File: config.mk
export PLATFORM = sky130hd
export DESIGN_NAME = phase_sequencer_flat
export DESIGN_NICKNAME = d
export VERILOG_FILES = /design/src/rtl/phase_sequencer_if.sv /design/src/rtl/phase_sequencer.sv /design/src/flat_wrapper.sv
export SDC_FILE = /design/constraint.sdc
export NUM_CORES = 1
export LEC_CHECK = 0
export ABC_AREA = 1
export CORE_ASPECT_RATIO = 1.4
export CORE_MARGIN = 5
export CORE_UTILIZATION = 55
export CTS_CLUSTER_SIZE = 30
export DETAILED_ROUTE_END_ITERATION = 8
export PLACE_DENSITY = 0.69
export SLEW_MARGIN = 20
export SYNTH_ARGS = -nofsm -noshare
export SYNTH_HDL_FRONTEND = slang
export SYNTH_SLANG_ARGS = --single-unit
File: constraint.sdc
create_clock -name clk -period 10 [get_ports clk]
set_input_delay 2 -clock clk [delete_from_list [all_inputs] [get_ports clk]]
set_output_delay 2 -clock clk [all_outputs]
set_load 0.02 [all_outputs]
File: src/rtl/phase_sequencer_if.sv
// Bundle of control inputs and status outputs for the phase sequencer.
//   master: front end / bench side (drives ticks, buttons, table writes)
//   slave : sequencer side (drives lights, greenman, status)
interface phase_sequencer_if #(
    parameter int IDX_W  = 4,
    parameter int LIGHTS = 10,
    parameter int DUR_W  = 6
);
    logic              sec_tick;
    logic              blink_tick;
    logic              pause;
    logic              next;
    logic              dur_inc;
    logic              dur_dec;
    logic              wr_en;
    logic [IDX_W-1:0]  wr_idx;
    logic [DUR_W-1:0]  wr_dur;
    logic [LIGHTS-1:0] wr_on;
    logic [LIGHTS-1:0] wr_flash;
    logic              wr_man;
    logic              ins;
    logic              del;
    logic [LIGHTS-1:0] lights;
    logic              man_on;
    logic [IDX_W-1:0]  phase_idx;
    logic [DUR_W-1:0]  count;
    logic [DUR_W-1:0]  cur_dur;
    logic [IDX_W:0]    num_phases;
    logic              busy;

    modport master (
        output sec_tick, blink_tick, pause, next, dur_inc, dur_dec,
               wr_en, wr_idx, wr_dur, wr_on, wr_flash, wr_man, ins, del,
        input  lights, man_on, phase_idx, count, cur_dur, num_phases, busy
    );

    modport slave (
        input  sec_tick, blink_tick, pause, next, dur_inc, dur_dec,
               wr_en, wr_idx, wr_dur, wr_on, wr_flash, wr_man, ins, del,
        output lights, man_on, phase_idx, count, cur_dur, num_phases, busy
    );
endinterface

File: src/rtl/phase_sequencer.sv
// Programmable phase sequencer: steps through a table of light phases on a
// 1 Hz tick, with pause, skip, duration trim, random-access writes and
// multi-cycle insert/delete of table entries.
//
// Ports:
//   clk    system clock
//   reset  synchronous, active-high
//   bus    phase_sequencer_if.slave (ticks, buttons, table write port,
//          lights / greenman / status outputs)
//
// state     | meaning
// ----------+-----------------------------------------------------------
// RUN       | normal sequencing; accepts ticks, buttons, writes, ins/del
// SHIFT_INS | moving entries up one slot, then blanking entry phase_idx
// SHIFT_DEL | moving entries down one slot over entry phase_idx
module phase_sequencer #(
    parameter int MAX_PHASES = 16,
    parameter int IDX_W      = 4,
    parameter int LIGHTS     = 10,
    parameter int DUR_W      = 6
) (
    input  logic                clk,
    input  logic                reset,
    phase_sequencer_if.slave    bus
);

    typedef enum logic [1:0] {RUN, SHIFT_INS, SHIFT_DEL} state_t;

    localparam logic [IDX_W:0]   MAX_N   = (IDX_W+1)'(MAX_PHASES);
    localparam logic [DUR_W-1:0] DUR_MAX = '1;

    state_t            state_q;
    logic [DUR_W-1:0]  dur_q   [MAX_PHASES];
    logic [LIGHTS-1:0] on_q    [MAX_PHASES];
    logic [LIGHTS-1:0] flash_q [MAX_PHASES];
    logic [MAX_PHASES-1:0] man_q;
    logic [IDX_W-1:0]  idx_q;
    logic [IDX_W-1:0]  p_q;
    logic [IDX_W:0]    num_q;
    logic [DUR_W-1:0]  count_q;
    logic              blink_q;
    logic              busy_q;
    logic [LIGHTS-1:0] lights_q;
    logic              man_on_q;

    logic [IDX_W-1:0]  last_idx;
    logic [IDX_W-1:0]  idx_d;
    logic              wr_ok;
    logic              wr_cur;
    logic [DUR_W-1:0]  trim_dur;
    logic [DUR_W-1:0]  cur_dur_d;
    logic [DUR_W-1:0]  tgt_dur;
    logic              advance;
    logic              start_ins;
    logic              start_del;
    logic [DUR_W-1:0]  count_d;

    function automatic logic [DUR_W-1:0] eff(input logic [DUR_W-1:0] d);
        return (d == '0) ? DUR_W'(1) : d;
    endfunction

    always_comb begin
        last_idx  = IDX_W'(num_q - (IDX_W+1)'(1));
        idx_d     = (idx_q == last_idx) ? '0 : idx_q + IDX_W'(1);
        wr_ok     = bus.wr_en && ({1'b0, bus.wr_idx} < num_q);
        wr_cur    = wr_ok && (bus.wr_idx == idx_q);

        trim_dur = dur_q[idx_q];
        if (bus.dur_inc && !bus.dur_dec && trim_dur != DUR_MAX)
            trim_dur = trim_dur + DUR_W'(1);
        else if (bus.dur_dec && !bus.dur_inc && trim_dur != '0)
            trim_dur = trim_dur - DUR_W'(1);
        cur_dur_d = wr_cur ? bus.wr_dur : trim_dur;

        // The advance target sees this cycle's table update, so a write or
        // trim landing on the entry being entered is already reflected.
        if (wr_ok && bus.wr_idx == idx_d)
            tgt_dur = bus.wr_dur;
        else if (idx_d == idx_q)
            tgt_dur = cur_dur_d;
        else
            tgt_dur = dur_q[idx_d];

        advance   = bus.next || (bus.sec_tick && !bus.pause && count_q <= DUR_W'(1));
        start_ins = bus.ins && !bus.del && (num_q < MAX_N);
        start_del = bus.del && !bus.ins && (num_q > (IDX_W+1)'(1));

        count_d = count_q;
        if (advance)
            count_d = eff(tgt_dur);
        else if (bus.sec_tick && !bus.pause)
            count_d = count_q - DUR_W'(1);
        if (!advance && count_d > eff(cur_dur_d))
            count_d = eff(cur_dur_d);
    end

    always_ff @(posedge clk) begin
        if (reset) begin
            for (int i = 0; i < MAX_PHASES; i++) begin
                dur_q[i]   <= DUR_W'(1);
                on_q[i]    <= '0;
                flash_q[i] <= '0;
            end
            man_q    <= '0;
            state_q  <= RUN;
            idx_q    <= '0;
            p_q      <= '0;
            num_q    <= (IDX_W+1)'(1);
            count_q  <= DUR_W'(1);
            blink_q  <= 1'b1;
            busy_q   <= 1'b0;
            lights_q <= '0;
            man_on_q <= 1'b0;
        end else begin
            if (bus.blink_tick)
                blink_q <= ~blink_q;

            // Outputs freeze while the table is being restructured.
            if (state_q == RUN) begin
                lights_q <= on_q[idx_q] & ~(flash_q[idx_q] & {LIGHTS{~blink_q}});
                man_on_q <= man_q[idx_q];
            end

            case (state_q)
                RUN: begin
                    if (start_ins) begin
                        state_q <= SHIFT_INS;
                        p_q     <= IDX_W'(num_q);
                        busy_q  <= 1'b1;
                    end else if (start_del) begin
                        state_q <= SHIFT_DEL;
                        p_q     <= idx_q;
                        busy_q  <= 1'b1;
                    end else begin
                        if (wr_ok) begin
                            dur_q[bus.wr_idx]   <= bus.wr_dur;
                            on_q[bus.wr_idx]    <= bus.wr_on;
                            flash_q[bus.wr_idx] <= bus.wr_flash;
                            man_q[bus.wr_idx]   <= bus.wr_man;
                        end
                        if (!wr_cur)
                            dur_q[idx_q] <= trim_dur;
                        if (advance)
                            idx_q <= idx_d;
                        count_q <= count_d;
                    end
                end
                SHIFT_INS: begin
                    if (p_q == idx_q) begin
                        dur_q[p_q]   <= DUR_W'(1);
                        on_q[p_q]    <= '0;
                        flash_q[p_q] <= '0;
                        man_q[p_q]   <= 1'b0;
                        num_q        <= num_q + (IDX_W+1)'(1);
                        count_q      <= DUR_W'(1);
                        state_q      <= RUN;
                        busy_q       <= 1'b0;
                    end else begin
                        dur_q[p_q]   <= dur_q[p_q - IDX_W'(1)];
                        on_q[p_q]    <= on_q[p_q - IDX_W'(1)];
                        flash_q[p_q] <= flash_q[p_q - IDX_W'(1)];
                        man_q[p_q]   <= man_q[p_q - IDX_W'(1)];
                        p_q          <= p_q - IDX_W'(1);
                    end
                end
                SHIFT_DEL: begin
                    if (p_q == last_idx) begin
                        // Table already shifted; the vacated top slot is left
                        // stale because it is outside the active range.
                        num_q   <= num_q - (IDX_W+1)'(1);
                        if (idx_q == last_idx) begin
                            idx_q   <= '0;
                            count_q <= eff(dur_q[0]);
                        end else begin
                            count_q <= eff(dur_q[idx_q]);
                        end
                        state_q <= RUN;
                        busy_q  <= 1'b0;
                    end else begin
                        dur_q[p_q]   <= dur_q[p_q + IDX_W'(1)];
                        on_q[p_q]    <= on_q[p_q + IDX_W'(1)];
                        flash_q[p_q] <= flash_q[p_q + IDX_W'(1)];
                        man_q[p_q]   <= man_q[p_q + IDX_W'(1)];
                        p_q          <= p_q + IDX_W'(1);
                    end
                end
                default: begin
                    state_q <= RUN;
                    busy_q  <= 1'b0;
                end
            endcase
        end
    end

    assign bus.lights     = lights_q;
    assign bus.man_on     = man_on_q;
    assign bus.phase_idx  = idx_q;
    assign bus.count      = count_q;
    assign bus.cur_dur    = dur_q[idx_q];
    assign bus.num_phases = num_q;
    assign bus.busy       = busy_q;

endmodule

File: src/flat_wrapper.sv
// flat-port wrapper written by rule: the top's interface ports become plain ports
module phase_sequencer_flat 
#(
    parameter int MAX_PHASES = 16,
    parameter int IDX_W      = 4,
    parameter int LIGHTS     = 10,
    parameter int DUR_W      = 6
)
  (clk, reset, bus_sec_tick, bus_blink_tick, bus_pause, bus_next, bus_dur_inc, bus_dur_dec, bus_wr_en, bus_wr_idx, bus_wr_dur, bus_wr_on, bus_wr_flash, bus_wr_man, bus_ins, bus_del, bus_lights, bus_man_on, bus_phase_idx, bus_count, bus_cur_dur, bus_num_phases, bus_busy);
  phase_sequencer_if #(.IDX_W(IDX_W), .LIGHTS(LIGHTS), .DUR_W(DUR_W)) bus_i ();
  input  logic clk;
  input  logic reset;
  input wire logic [$bits(bus_i.sec_tick)-1:0] bus_sec_tick;
  input wire logic [$bits(bus_i.blink_tick)-1:0] bus_blink_tick;
  input wire logic [$bits(bus_i.pause)-1:0] bus_pause;
  input wire logic [$bits(bus_i.next)-1:0] bus_next;
  input wire logic [$bits(bus_i.dur_inc)-1:0] bus_dur_inc;
  input wire logic [$bits(bus_i.dur_dec)-1:0] bus_dur_dec;
  input wire logic [$bits(bus_i.wr_en)-1:0] bus_wr_en;
  input wire logic [$bits(bus_i.wr_idx)-1:0] bus_wr_idx;
  input wire logic [$bits(bus_i.wr_dur)-1:0] bus_wr_dur;
  input wire logic [$bits(bus_i.wr_on)-1:0] bus_wr_on;
  input wire logic [$bits(bus_i.wr_flash)-1:0] bus_wr_flash;
  input wire logic [$bits(bus_i.wr_man)-1:0] bus_wr_man;
  input wire logic [$bits(bus_i.ins)-1:0] bus_ins;
  input wire logic [$bits(bus_i.del)-1:0] bus_del;
  output wire logic [$bits(bus_i.lights)-1:0] bus_lights;
  output wire logic [$bits(bus_i.man_on)-1:0] bus_man_on;
  output wire logic [$bits(bus_i.phase_idx)-1:0] bus_phase_idx;
  output wire logic [$bits(bus_i.count)-1:0] bus_count;
  output wire logic [$bits(bus_i.cur_dur)-1:0] bus_cur_dur;
  output wire logic [$bits(bus_i.num_phases)-1:0] bus_num_phases;
  output wire logic [$bits(bus_i.busy)-1:0] bus_busy;
  assign bus_i.sec_tick = bus_sec_tick;
  assign bus_i.blink_tick = bus_blink_tick;
  assign bus_i.pause = bus_pause;
  assign bus_i.next = bus_next;
  assign bus_i.dur_inc = bus_dur_inc;
  assign bus_i.dur_dec = bus_dur_dec;
  assign bus_i.wr_en = bus_wr_en;
  assign bus_i.wr_idx = bus_wr_idx;
  assign bus_i.wr_dur = bus_wr_dur;
  assign bus_i.wr_on = bus_wr_on;
  assign bus_i.wr_flash = bus_wr_flash;
  assign bus_i.wr_man = bus_wr_man;
  assign bus_i.ins = bus_ins;
  assign bus_i.del = bus_del;
  assign bus_lights = bus_i.lights;
  assign bus_man_on = bus_i.man_on;
  assign bus_phase_idx = bus_i.phase_idx;
  assign bus_count = bus_i.count;
  assign bus_cur_dur = bus_i.cur_dur;
  assign bus_num_phases = bus_i.num_phases;
  assign bus_busy = bus_i.busy;
  phase_sequencer #(.MAX_PHASES(MAX_PHASES), .IDX_W(IDX_W), .LIGHTS(LIGHTS), .DUR_W(DUR_W)) u_core (.clk(clk), .reset(reset), .bus(bus_i));
endmodule
==> results_dict.tcl <==
set metrics [dict create \
    status "finished, final reports clean" \
    maxCapViolCount 0 \
    layout-drive-gt1-share_pct 6.22 \
    synthMuxAreaShare_pct 1.50 \
    n_fill_cell 5305 \
    io_pins 75 \
    grt.overflow.total 0 \
    dr_total_vias 31900 \
    min_period_ns 6.35 \
    clock.fmax_ghz 0.157 \
    cts_hold_buf 0 \
    synth_top_family_by_area "simple AND/OR/NAND/NOR gates" \
    async_flop_share_pct 0 \
    synth_largest_area_cell "edfxtp_1" \
    clkLatencyLatePin_ns 0.60 \
    cts-resized-gates 0 \
    cts_buffers 48 \
    synth-xor-area-share_pct 0.846 \
    startpoint "u_core.p_q[0]" \
    avgSynthCellArea_sq_um 7.43 \
    cts-root-buf "clkbuf_16" \
    pwr_density_cell_mw_per_mm2 365 \
    ys_types 71 \
    syn_nets 4373 \
    netlist.area_leader.share_pct 39.1 \
    grt_pass1_wl_um 182000 \
    endpoint "u_core.on_q[7][7]" \
    grt_max_degree 166 \
    die_w_um 214 \
    antenna_left 0 \
    synth_most_common_cell "nand2_1" \
    drt_wl_total_um 124000 \
    grt_pass1_vias 29500 \
    area_growth_pct 7.42 \
    antenna_cells 0 \
    vdd_ir_drop_max_v 0.000387 \
    start_util_pct 55.6 \
    routabilityCongestion 0.987 \
    rr_worst_depth 16 \
    post-cts-setup-buffers 0 \
    grt_usage_pct 38.1 \
    setup_viol 0 \
    r2r_end "u_core.on_q[7][7]" \
    ys_seq_elements 470 \
    max-slew-margin-rel_pct 19.3 \
    hold_viol 0 \
    dpl.hpwl_um 83600 \
    yosysSeqAreaShare_pct 42.5 \
    seqCellArea_sq_mm 0.0136 \
    synth_edf_count 416 \
    setup.worst_path.class "flip-flop to flip-flop" \
    power.total_mw 12.5 \
    synthAdderAreaFrac_pct 1.17 \
    die-area_sq_mm 0.0631 \
    synth-simple-area-share_pct 24.3 \
    syn_inst 4301 \
    drc_errors 0 \
    multi_input_area_sq_mm 0.0158 \
    ys_warn_count 0 \
    wl_per_cell_um 25.1 \
    portBuffers 74 \
    die_y_um 295 \
    ys_top_cells_by_area "edfxtp_1 39%, nand2_1 10%, o21ai_0 10%, nor2_1 7.6%, nand3_1 4.3%" \
    clkTransAtPathRegs_ns 0.07 \
    cts_buffer_depth 3 \
    core_area_sq_mm 0.0575 \
    drtPass1Iterations 7 \
    period_share_pct 63.5 \
    total_leakage_power_nw 13.1 \
    fin_hold_ws_ns 0.473 \
    end_kind "flip-flop" \
    cts.sinks 470 \
    fin_tns_setup_ns 0 \
    std_cell_rows 104 \
    viasPerCell 6.48 \
    cts_tree "yes" \
    maxSlewViolCount 0 \
    htree_levels 2 \
    rsz0062_at_grt "no" \
    cp_max_fo 74 \
    hold_path_class "flip-flop to flip-flop" \
    reg2reg_slack_ns 3.65 \
    syn-cell-area_sq_mm 0.0320 \
    yosys-top-cells-count "888 x nand2_1, 648 x nor2_1, 643 x o21ai_0" \
    dp_slack_ns 3.51 \
    nets 4213 \
    crit_arrival_ns 6.42 \
    crit_path_start_kind "flip-flop" \
    skew_ns 0.0290 \
    tightest_slew_ns 1.21 \
    drtIter0Drc 4471 \
    fin_ws_ns 3.65 \
    cp_data_required_time_ns 10.07 \
    timing.rr.start "u_core.p_q[0]" \
    antenna_found_initial 3 \
    synth_compound_area_share_pct 21.3 \
    synth_top_flop_cell "edfxtp_1" \
]
## power breakdown
group	switching (mW)	internal (mW)
clock network	0.837	1.08
registers	0.309	2.37
logic	5.75	2.18
total	6.89	5.64
## worst min path at each step
stage,end,slack [ns],start,cells past startpoint
final,u_core.bus.busy,0.47,u_core.bus.busy,2
after global routing,u_core.bus.busy,0.50,u_core.bus.busy,2
after CTS,u_core.bus.busy,0.48,u_core.bus.busy,2
after detailed placement,u_core.bus.busy,0.47,u_core.bus.busy,2
after global placement,u_core.bus.lights[6],0.46,u_core.bus.lights[6],2
after floorplan,flip-flop,0.46,flip-flop,2
## critical path: stages, from the launching register on
cell and delay [ns]:
dfxtp_4 0.91, clkinv_2 0.80, nor2_1 0.27, o21ai_1 0.10, a21oi_1 0.14, o2111ai_2 0.14, nand2_2 0.15, nor2_4 0.03
buf_4 0.31, inv_4 0.44, nand2_4 0.32, a21oi_1 0.45, inv_2 0.18, nand3_2 0.19, nor2_4 0.08, inv_2 0.43
nand2_1 0.81
## registers in the layout (all words and copies together), names as in the netlist, named ones only
name and count:
u_core.flash_q 160, u_core.bus.count 6, u_core.on_q 160, u_core.blink_q 1
u_core.state_q 2, u_core.bus.phase_idx 4, u_core.bus.num_phases 5, u_core.bus.lights 10
u_core.p_q 4, u_core.bus.man_on 1, u_core.dur_q 96, u_core.bus.busy 1
## metal layers
metal  wire length [um]  up-vias  global-route usage, %
met2              57800     2136                   62.7
met1              42100    14800                   44.3
met5                 34        -                      0
met4              11500        6                   28.7
li1                   -    14400                      -
met3              12100      575                   6.64
## cells by family (layout without fill, tap and decap cells)
logic type / after synthesis / count (layout)
muxes: 48 / 48
and+or+nand+nor: 1896 / 1896
AOI/OAI and AO/OA: 1179 / 1179
buffers and inverters: 651 / 528
DFF: 470 / 470
adders and majority gates: 30 / 30
xor gates and xnor gates: 27 / 27
## placed cells by master (no fill, tap or decap), types with 18 or more instances in the layout
cell / instances
nand3_1: 274
o21ai_0: 643
a31oi_1: 36
nor3_1: 24
a211oi_1: 24
o211ai_1: 86
dfxtp_1: 50
clkdlybuf4s50_1: 74
clkbuf_16: 49
mux2i_1: 48
xor2_1: 18
buf_4: 52
inv_1: 258
o22ai_1: 63
a21oi_1: 192
ha_1: 29
nor2_1: 647
inv_2: 46
nand2_1: 887
o21ai_1: 28
a311oi_1: 21
edfxtp_1: 416
## cell type report
cell class | count | area share (%)
flip-flops and latches | 470 | 39.6
clock buffers | 52 | 3.60
clock inverters | 35 | 1.14
well taps | 742 | 2.70
inverters | 314 | 3.47
multi-input cells | 3180 | 46.2
repair buffers | 127 | 3.35
## metrics by stage
stage               utilization (%)  instance area (sq um)  instances
CTS                            59.7                  34300       4920
finish                         59.7                  34300       4920
detailed placement             56.8                  32700       4833
floorplan                         -                  32000       4301
global placement               56.8                  32700       4833
global route                   59.7                  34300       4920
Power figures use the tool's default switching activity.
